**config.mk**
```make
export PLATFORM = sky130hd
export DESIGN_NAME = shift_unit_seq
export DESIGN_NICKNAME = d
export VERILOG_FILES = /design/src/rtl/shift_pkg.sv /design/src/rtl/shift_unit_seq_barrel.sv /design/src/rtl/shift_unit_seq.sv
export SDC_FILE = /design/constraint.sdc
export NUM_CORES = 1
export LEC_CHECK = 0
export BUFFER_PORTS_ARGS = -buffer_cell sky130_fd_sc_hd__clkbuf_2
export CAP_MARGIN = 20
export CORE_ASPECT_RATIO = 2
export CORE_MARGIN = 2
export CORE_UTILIZATION = 52
export DETAILED_ROUTE_END_ITERATION = 12
export PLACE_DENSITY_LB_ADDON = 0.2
export SYNTH_ARGS = -nofsm -noshare
export SYNTH_HDL_FRONTEND = slang
export SYNTH_SLANG_ARGS = --single-unit
export TNS_END_PERCENT = 1
```
**constraint.sdc**
```tcl
create_clock -name clk -period 2.3 [get_ports clk]
set_input_delay 0.46 -clock clk [delete_from_list [all_inputs] [get_ports clk]]
set_output_delay 0.46 -clock clk [all_outputs]
set_load 0.01 [all_outputs]
```
**src/rtl/shift_pkg.sv**
```systemverilog
// ---------------------------------------------------------------------------
// shift_pkg
// Shared types and helpers for the sequential shift unit and its barrel
// shifter sub-module.
//   shift_op_t : shift mode encoding (00 LSL, 01 LSR, 10 ASR, 11 ROR)
//   state_t    : control FSM states of shift_unit_seq
//   eff_count  : number of one-bit steps a request really needs
// ---------------------------------------------------------------------------
package shift_pkg;

  typedef enum logic [1:0] {
    OP_LSL = 2'b00,
    OP_LSR = 2'b01,
    OP_ASR = 2'b10,
    OP_ROR = 2'b11
  } shift_op_t;

  typedef enum logic [1:0] {
    IDLE,
    SHIFT,
    DONE
  } state_t;

  // Linear shifts saturate at n steps because after n steps every bit has
  // been replaced by fill.  A rotation by n is the identity, so rotations
  // only need the amount modulo n.  Operands are handled as 32-bit values,
  // which covers any width up to 32 bits.
  function automatic logic [31:0] eff_count(input logic [31:0] amount,
                                            input shift_op_t op,
                                            input int unsigned n);
    if (op == OP_ROR) begin
      return amount % n;
    end
    return (amount >= n) ? n : amount;
  endfunction

endpackage

```
**src/rtl/shift_unit_seq_barrel.sv**
```systemverilog
// ---------------------------------------------------------------------------
// barrel_shift
// Single-step combinational shifter producing the same result and carry
// that shift_unit_seq produces after all of its one-bit steps.
// Ports:
//   a       in  N  operand
//   amount  in  N  raw shift amount (unsigned, reduced internally)
//   op      in  2  shift mode (shift_op_t)
//   result  out N  shifted value
//   carry   out 1  last bit shifted out / last bit rotated, 0 for no shift
// ---------------------------------------------------------------------------
module barrel_shift
  import shift_pkg::*;
#(
  parameter int N = 8
) (
  input  logic [N-1:0] a,
  input  logic [N-1:0] amount,
  input  shift_op_t    op,
  output logic [N-1:0] result,
  output logic         carry
);

  localparam int CW = $clog2(N + 1);

  logic [CW-1:0]  k;
  logic [2*N-1:0] ext;

  assign k = CW'(eff_count(32'(amount), op, N));

  // Each mode works on a double-width vector so the bits pushed out of the
  // operand land in the other half; the last bit removed always ends up
  // right next to the result field, which is where carry is taken from.
  always_comb begin
    ext    = '0;
    result = '0;
    carry  = 1'b0;
    case (op)
      OP_LSL: begin
        ext    = {{N{1'b0}}, a} << k;
        result = ext[N-1:0];
        carry  = (k != '0) & ext[N];
      end
      OP_LSR: begin
        ext    = {a, {N{1'b0}}} >> k;
        result = ext[2*N-1:N];
        carry  = (k != '0) & ext[N-1];
      end
      OP_ASR: begin
        ext    = $signed({a, {N{1'b0}}}) >>> k;
        result = ext[2*N-1:N];
        carry  = (k != '0) & ext[N-1];
      end
      default: begin
        ext    = {a, a} >> k;
        result = ext[N-1:0];
        carry  = (k != '0) & ext[N-1];
      end
    endcase
  end

endmodule

```
**src/rtl/shift_unit_seq.sv**
```systemverilog
// ---------------------------------------------------------------------------
// shift_unit_seq
// Multi-cycle shifter (LSL, LSR, ASR, ROR) with valid/ready handshakes and
// sign/zero/carry flags.  By default it shifts one bit per cycle; when the
// macro SHIFT_UNIT_FAST_EN is defined the result comes from barrel_shift in
// a single step and the SHIFT state is never entered.
// Ports:
//   clk        in  1  clock, rising edge
//   rst        in  1  asynchronous active-low reset
//   in_valid   in  1  request valid
//   in_ready   out 1  idle, request can be accepted
//   op         in  2  00 LSL, 01 LSR, 10 ASR, 11 ROR
//   a          in  N  operand
//   aDesplace  in  N  unsigned shift amount
//   out_valid  out 1  result valid
//   out_ready  in  1  consumer takes the result
//   result     out N  shifted value
//   sign       out 1  result MSB
//   zero       out 1  result is all zeros
//   carry      out 1  last bit shifted out / rotated
//   busy       out 1  iterative shift in progress
// ---------------------------------------------------------------------------
module shift_unit_seq
  import shift_pkg::*;
#(
  parameter int N = 8
) (
  input  logic         clk,
  input  logic         rst,
  input  logic         in_valid,
  output logic         in_ready,
  input  logic [1:0]   op,
  input  logic [N-1:0] a,
  input  logic [N-1:0] aDesplace,
  output logic         out_valid,
  input  logic         out_ready,
  output logic [N-1:0] result,
  output logic         sign,
  output logic         zero,
  output logic         carry,
  output logic         busy
);

  localparam int CW = $clog2(N + 1);

  state_t       state_q, state_d;
  logic [N-1:0] res_q, res_d;
  logic         carry_q, carry_d;
  logic         sign_q, sign_d;
  logic         zero_q, zero_d;
  shift_op_t    opIn;

  assign opIn = shift_op_t'(op);

`ifdef SHIFT_UNIT_FAST_EN
  logic [N-1:0] bsResult;
  logic         bsCarry;

  barrel_shift #(.N(N)) u_barrel (
    .a      (a),
    .amount (aDesplace),
    .op     (opIn),
    .result (bsResult),
    .carry  (bsCarry)
  );
`else
  logic [N-1:0]  work_q, work_d;
  logic [CW-1:0] cnt_q, cnt_d;
  shift_op_t     op_q, op_d;
  logic [CW-1:0] effCnt;
  logic [N-1:0]  stepVal;
  logic          stepCarry;

  assign effCnt = CW'(eff_count(32'(aDesplace), opIn, N));

  // One-bit step of the working register.  ASR replicates the current MSB,
  // which is still the original MSB because every ASR step preserves it.
  always_comb begin
    stepVal   = work_q;
    stepCarry = work_q[0];
    case (op_q)
      OP_LSL: begin
        stepVal   = {work_q[N-2:0], 1'b0};
        stepCarry = work_q[N-1];
      end
      OP_LSR:  stepVal = {1'b0, work_q[N-1:1]};
      OP_ASR:  stepVal = {work_q[N-1], work_q[N-1:1]};
      default: stepVal = {work_q[0], work_q[N-1:1]};
    endcase
  end
`endif

  // State and datapath registers.  Reset discards any request in flight so
  // no result can be presented after it.
  always_ff @(posedge clk or negedge rst) begin
    if (!rst) begin
      state_q <= IDLE;
      res_q   <= '0;
      carry_q <= 1'b0;
      sign_q  <= 1'b0;
      zero_q  <= 1'b0;
`ifdef SHIFT_UNIT_FAST_EN
`else
      work_q  <= '0;
      cnt_q   <= '0;
      op_q    <= OP_LSL;
`endif
    end else begin
      state_q <= state_d;
      res_q   <= res_d;
      carry_q <= carry_d;
      sign_q  <= sign_d;
      zero_q  <= zero_d;
`ifdef SHIFT_UNIT_FAST_EN
`else
      work_q  <= work_d;
      cnt_q   <= cnt_d;
      op_q    <= op_d;
`endif
    end
  end

  // Next-state logic.  The visible result and flags are only loaded when
  // the FSM moves into DONE, so they stay frozen while the consumer stalls
  // and keep their last value outside DONE.
  always_comb begin
    state_d = state_q;
    res_d   = res_q;
    carry_d = carry_q;
    sign_d  = sign_q;
    zero_d  = zero_q;
`ifdef SHIFT_UNIT_FAST_EN
`else
    work_d  = work_q;
    cnt_d   = cnt_q;
    op_d    = op_q;
`endif
    case (state_q)
      IDLE: begin
        if (in_valid) begin
`ifdef SHIFT_UNIT_FAST_EN
          res_d   = bsResult;
          carry_d = bsCarry;
          sign_d  = bsResult[N-1];
          zero_d  = (bsResult == '0);
          state_d = DONE;
`else
          work_d  = a;
          op_d    = opIn;
          cnt_d   = effCnt;
          carry_d = 1'b0;
          if (effCnt == '0) begin
            res_d   = a;
            sign_d  = a[N-1];
            zero_d  = (a == '0);
            state_d = DONE;
          end else begin
            state_d = SHIFT;
          end
`endif
        end
      end
      SHIFT: begin
`ifdef SHIFT_UNIT_FAST_EN
        state_d = DONE;
`else
        work_d = stepVal;
        cnt_d  = cnt_q - CW'(1);
        if (cnt_q == CW'(1)) begin
          res_d   = stepVal;
          carry_d = stepCarry;
          sign_d  = stepVal[N-1];
          zero_d  = (stepVal == '0);
          state_d = DONE;
        end
`endif
      end
      DONE: begin
        if (out_ready) begin
          state_d = IDLE;
        end
      end
      default: state_d = IDLE;
    endcase
  end

  assign in_ready  = (state_q == IDLE);
  assign busy      = (state_q == SHIFT);
  assign out_valid = (state_q == DONE);
  assign result    = res_q;
  assign carry     = carry_q;
  assign sign      = sign_q;
  assign zero      = zero_q;

endmodule

```
==> impl_metrics.tcl <==
set metrics [dict create \
    status "completed" \
    p_leak_nw 0.788 \
    nNetsFinal 196 \
    dieWidth_um 40.6 \
    skew_ns 0.00221 \
    drv_slew 0 \
    seq_area_um2 651 \
    numCtsBuffers 3 \
    synth-seq-area-share_pct 46.8 \
    floorplan.initialDensity_pct 54.8 \
    cts.sinks 26 \
    cts_resized 0 \
    setup_tns_ns 0 \
    critPathKind "flip-flop to flip-flop" \
    synth.avg_cell_area_um2 10.5 \
    worstPathMaxFanout 10 \
    synthArstFlopShare_pct 100 \
    globalRouteTotalUtil_pct 21.8 \
    critical_path_buf_inv_count 2 \
    drtIter0Drc 29 \
    firstDrtPassIters 4 \
    holdCritPathClass "input port to asynchronous set/reset pin" \
    synth.distinct_cells 32 \
    crit_cells 6 \
    hold_violations 0 \
    ant_nets 0 \
    tightest_slew_ns 0.658 \
    drt-total-wl_mm 3.17 \
    clock_latency_ns 0.27 \
    grt_overflow_total 0 \
    worst_setup_path_end_kind "flip-flop" \
    cts_setup_buffers 0 \
    die_area_um2 3130 \
    grt_pass1_wl_mm 4.82 \
    synth_area_um2 1390 \
    post-route-drc-count 0 \
    period_share_pct 81.0 \
    port_buffers 35 \
    routed-via-count 1142 \
    drive_above_1_share_pct 35.7 \
    yosys_warnings 0 \
    reg2reg_depth 6 \
    place_inst 195 \
    rows 26 \
    worst_ep_arrival_time_ns 2.02 \
    critPathSlowestCell "dfrtp_1" \
    diodes 0 \
    area_growth_pct 19.2 \
    ir_drop_mv 0.734 \
    tritoncts "done" \
    required_ns 2.46 \
    setup_viol 0 \
    n_fill_cell 218 \
    root_buffer "clkbuf_8" \
    total_power_mw 2.37 \
    ys_ff_latch 26 \
    crit_chain "nand2b_1 > inv_1 > nand3_1 > o31ai_4 > buf_4 > mux2_2" \
    grt_max_degree 27 \
    worstSetupStartpointType "flip-flop" \
    synth_ff_type "dfrtp_1" \
    slew_headroom_pct 56.1 \
    grt_antenna_before_repair 0 \
    syn_inst 133 \
    num_io_pins 36 \
    synth_edf_count 0 \
    routabilityCongestion 0.804 \
    max_freq_ghz 0.537 \
    rsz0062_at_grt "no" \
    fin_crit_ns 1.86 \
    htree_levels 1 \
    synth_nets 157 \
    grt_pass1_vias 1107 \
    coreArea_um2 2540 \
    path_clk_slew_ns 0.09 \
    cpPeakStageDelay_ns 0.46 \
    cts_buffer_depth 2 \
    drv_cap 0 \
    postCtsHoldBufs 0 \
    die_y_um 77.2 \
    power_density_nw_per_um2 1430 \
    wire_per_inst_um 15.9 \
    critPathTopFamily "flip-flops" \
    viasPerCell 5.74 \
    dp_hpwl_mm 2.48 \
    finalNonFillerCells 199 \
    multi_input_comb_area_um2 686 \
]
layer usage:
| layer | routed length, um | share of wire [%] | GRT usage [%] | vias up |
|---|---|---|---|---|
| met4 | 53 | 1.7 | 6.00 | 0 |
| met1 | 1170 | 37 | 23.0 | 544 |
| li1 | - | - | - | 550 |
| met5 | 0 | 0 | 0 | - |
| met3 | 141 | 4.4 | 2.60 | 7 |
| met2 | 1810 | 57 | 40.5 | 41 |
sequential cells by signal (all words and copies together) (netlist names):
name     flops
sign         1
work_q       8
cnt_q        4
zero         1
result       7
state_q      2
carry        1
op_q         2
path summary, 6_finish.rpt:
| path | from | endpoint | slack, ns |
|---|---|---|---|
| min in group clk | aDesplace[2] | cnt_q[2] | 0.42 |
| min | rst | carry | 0.20 |
| max | state_q[1] | result[6] | 0.44 |
| max in group asynchronous | rst | state_q[0] | 1.67 |
| min reg2reg | result[3] | result[3] | 0.52 |
| max reg2reg | state_q[1] | result[6] | 0.44 |
cell usage after synthesis (2+ instances only):
cell | number | area share [%]
nand2b_1 | 2 | 0.90
mux2_2 | 16 | 13
nor3_1 | 3 | 1.1
or3_1 | 4 | 1.8
a22o_1 | 2 | 1.3
dfrtp_1 | 26 | 47
ha_1 | 2 | 1.8
o21ai_0 | 13 | 4.7
buf_2 | 2 | 0.72
inv_1 | 8 | 2.2
nor4_1 | 2 | 0.90
nand2_1 | 10 | 2.7
a22oi_1 | 2 | 1.1
a21oi_1 | 4 | 1.4
mux2i_1 | 10 | 7.2
nor2_1 | 5 | 1.3
o22ai_1 | 2 | 0.90
nand3_1 | 6 | 2.2
report_power, final:
| part | internal [mW] | switching (mW) | leakage, nW |
|---|---|---|---|
| Clock | 0.153 | 0.140 | 0.0288 |
| Combinational | 0.565 | 0.608 | 0.442 |
| Sequential | 0.687 | 0.215 | 0.317 |
through the flow:
stage          hold slack [ns]  utilization [%]  setup WS, ns  cell area (um2)
3_3_place_gp             0.491             63.2         0.385             1600
6_report                 0.203             65.3         0.437             1660
5_1_grt                  0.253             65.3         0.340             1660
4_1_cts                  0.225             65.3         0.437             1660
3_5_place_dp             0.502             63.2         0.361             1600
2_1_floorplan            0.164                -         0.474             1390
cell families after synthesis:
kind of cell             after synthesis  share of synthesized area (%)
flip-flops                            26                           46.8
buffers and inverters                 13                           3.96
AND/OR/NAND/NOR                       36                           13.0
adder cells (fa/ha/maj)                2                           1.80
multiplexers                          26                           20.1
AO/OA/AOI/OAI                         30                           14.4
layout by cell type (no fill, tap or decap), types with 2 or more instances in the layout:
cell type  count
a21oi_1        4
a22o_1         2
a22oi_1        2
buf_4          3
clkbuf_2      35
clkbuf_8       4
dfrtp_1       26
ha_1           2
inv_1          8
mux2_2        16
mux2i_1       10
nand2_1       10
nand2b_1       2
nand3_1        6
nor2_1         5
nor3_1         3
nor4_1         2
o21ai_0       13
o22ai_1        2
or3_1          4
final cells by class:
type / count / area share [%]
multi-input cells: 94 / 41.4
flip-flops and latches: 26 / 39.2
repair buffers: 38 / 11.9
clock buffers: 4 / 3.32
well taps: 28 / 2.11
inverters: 9 / 2.04
Note: power is estimated with default switching activity, not from simulation.
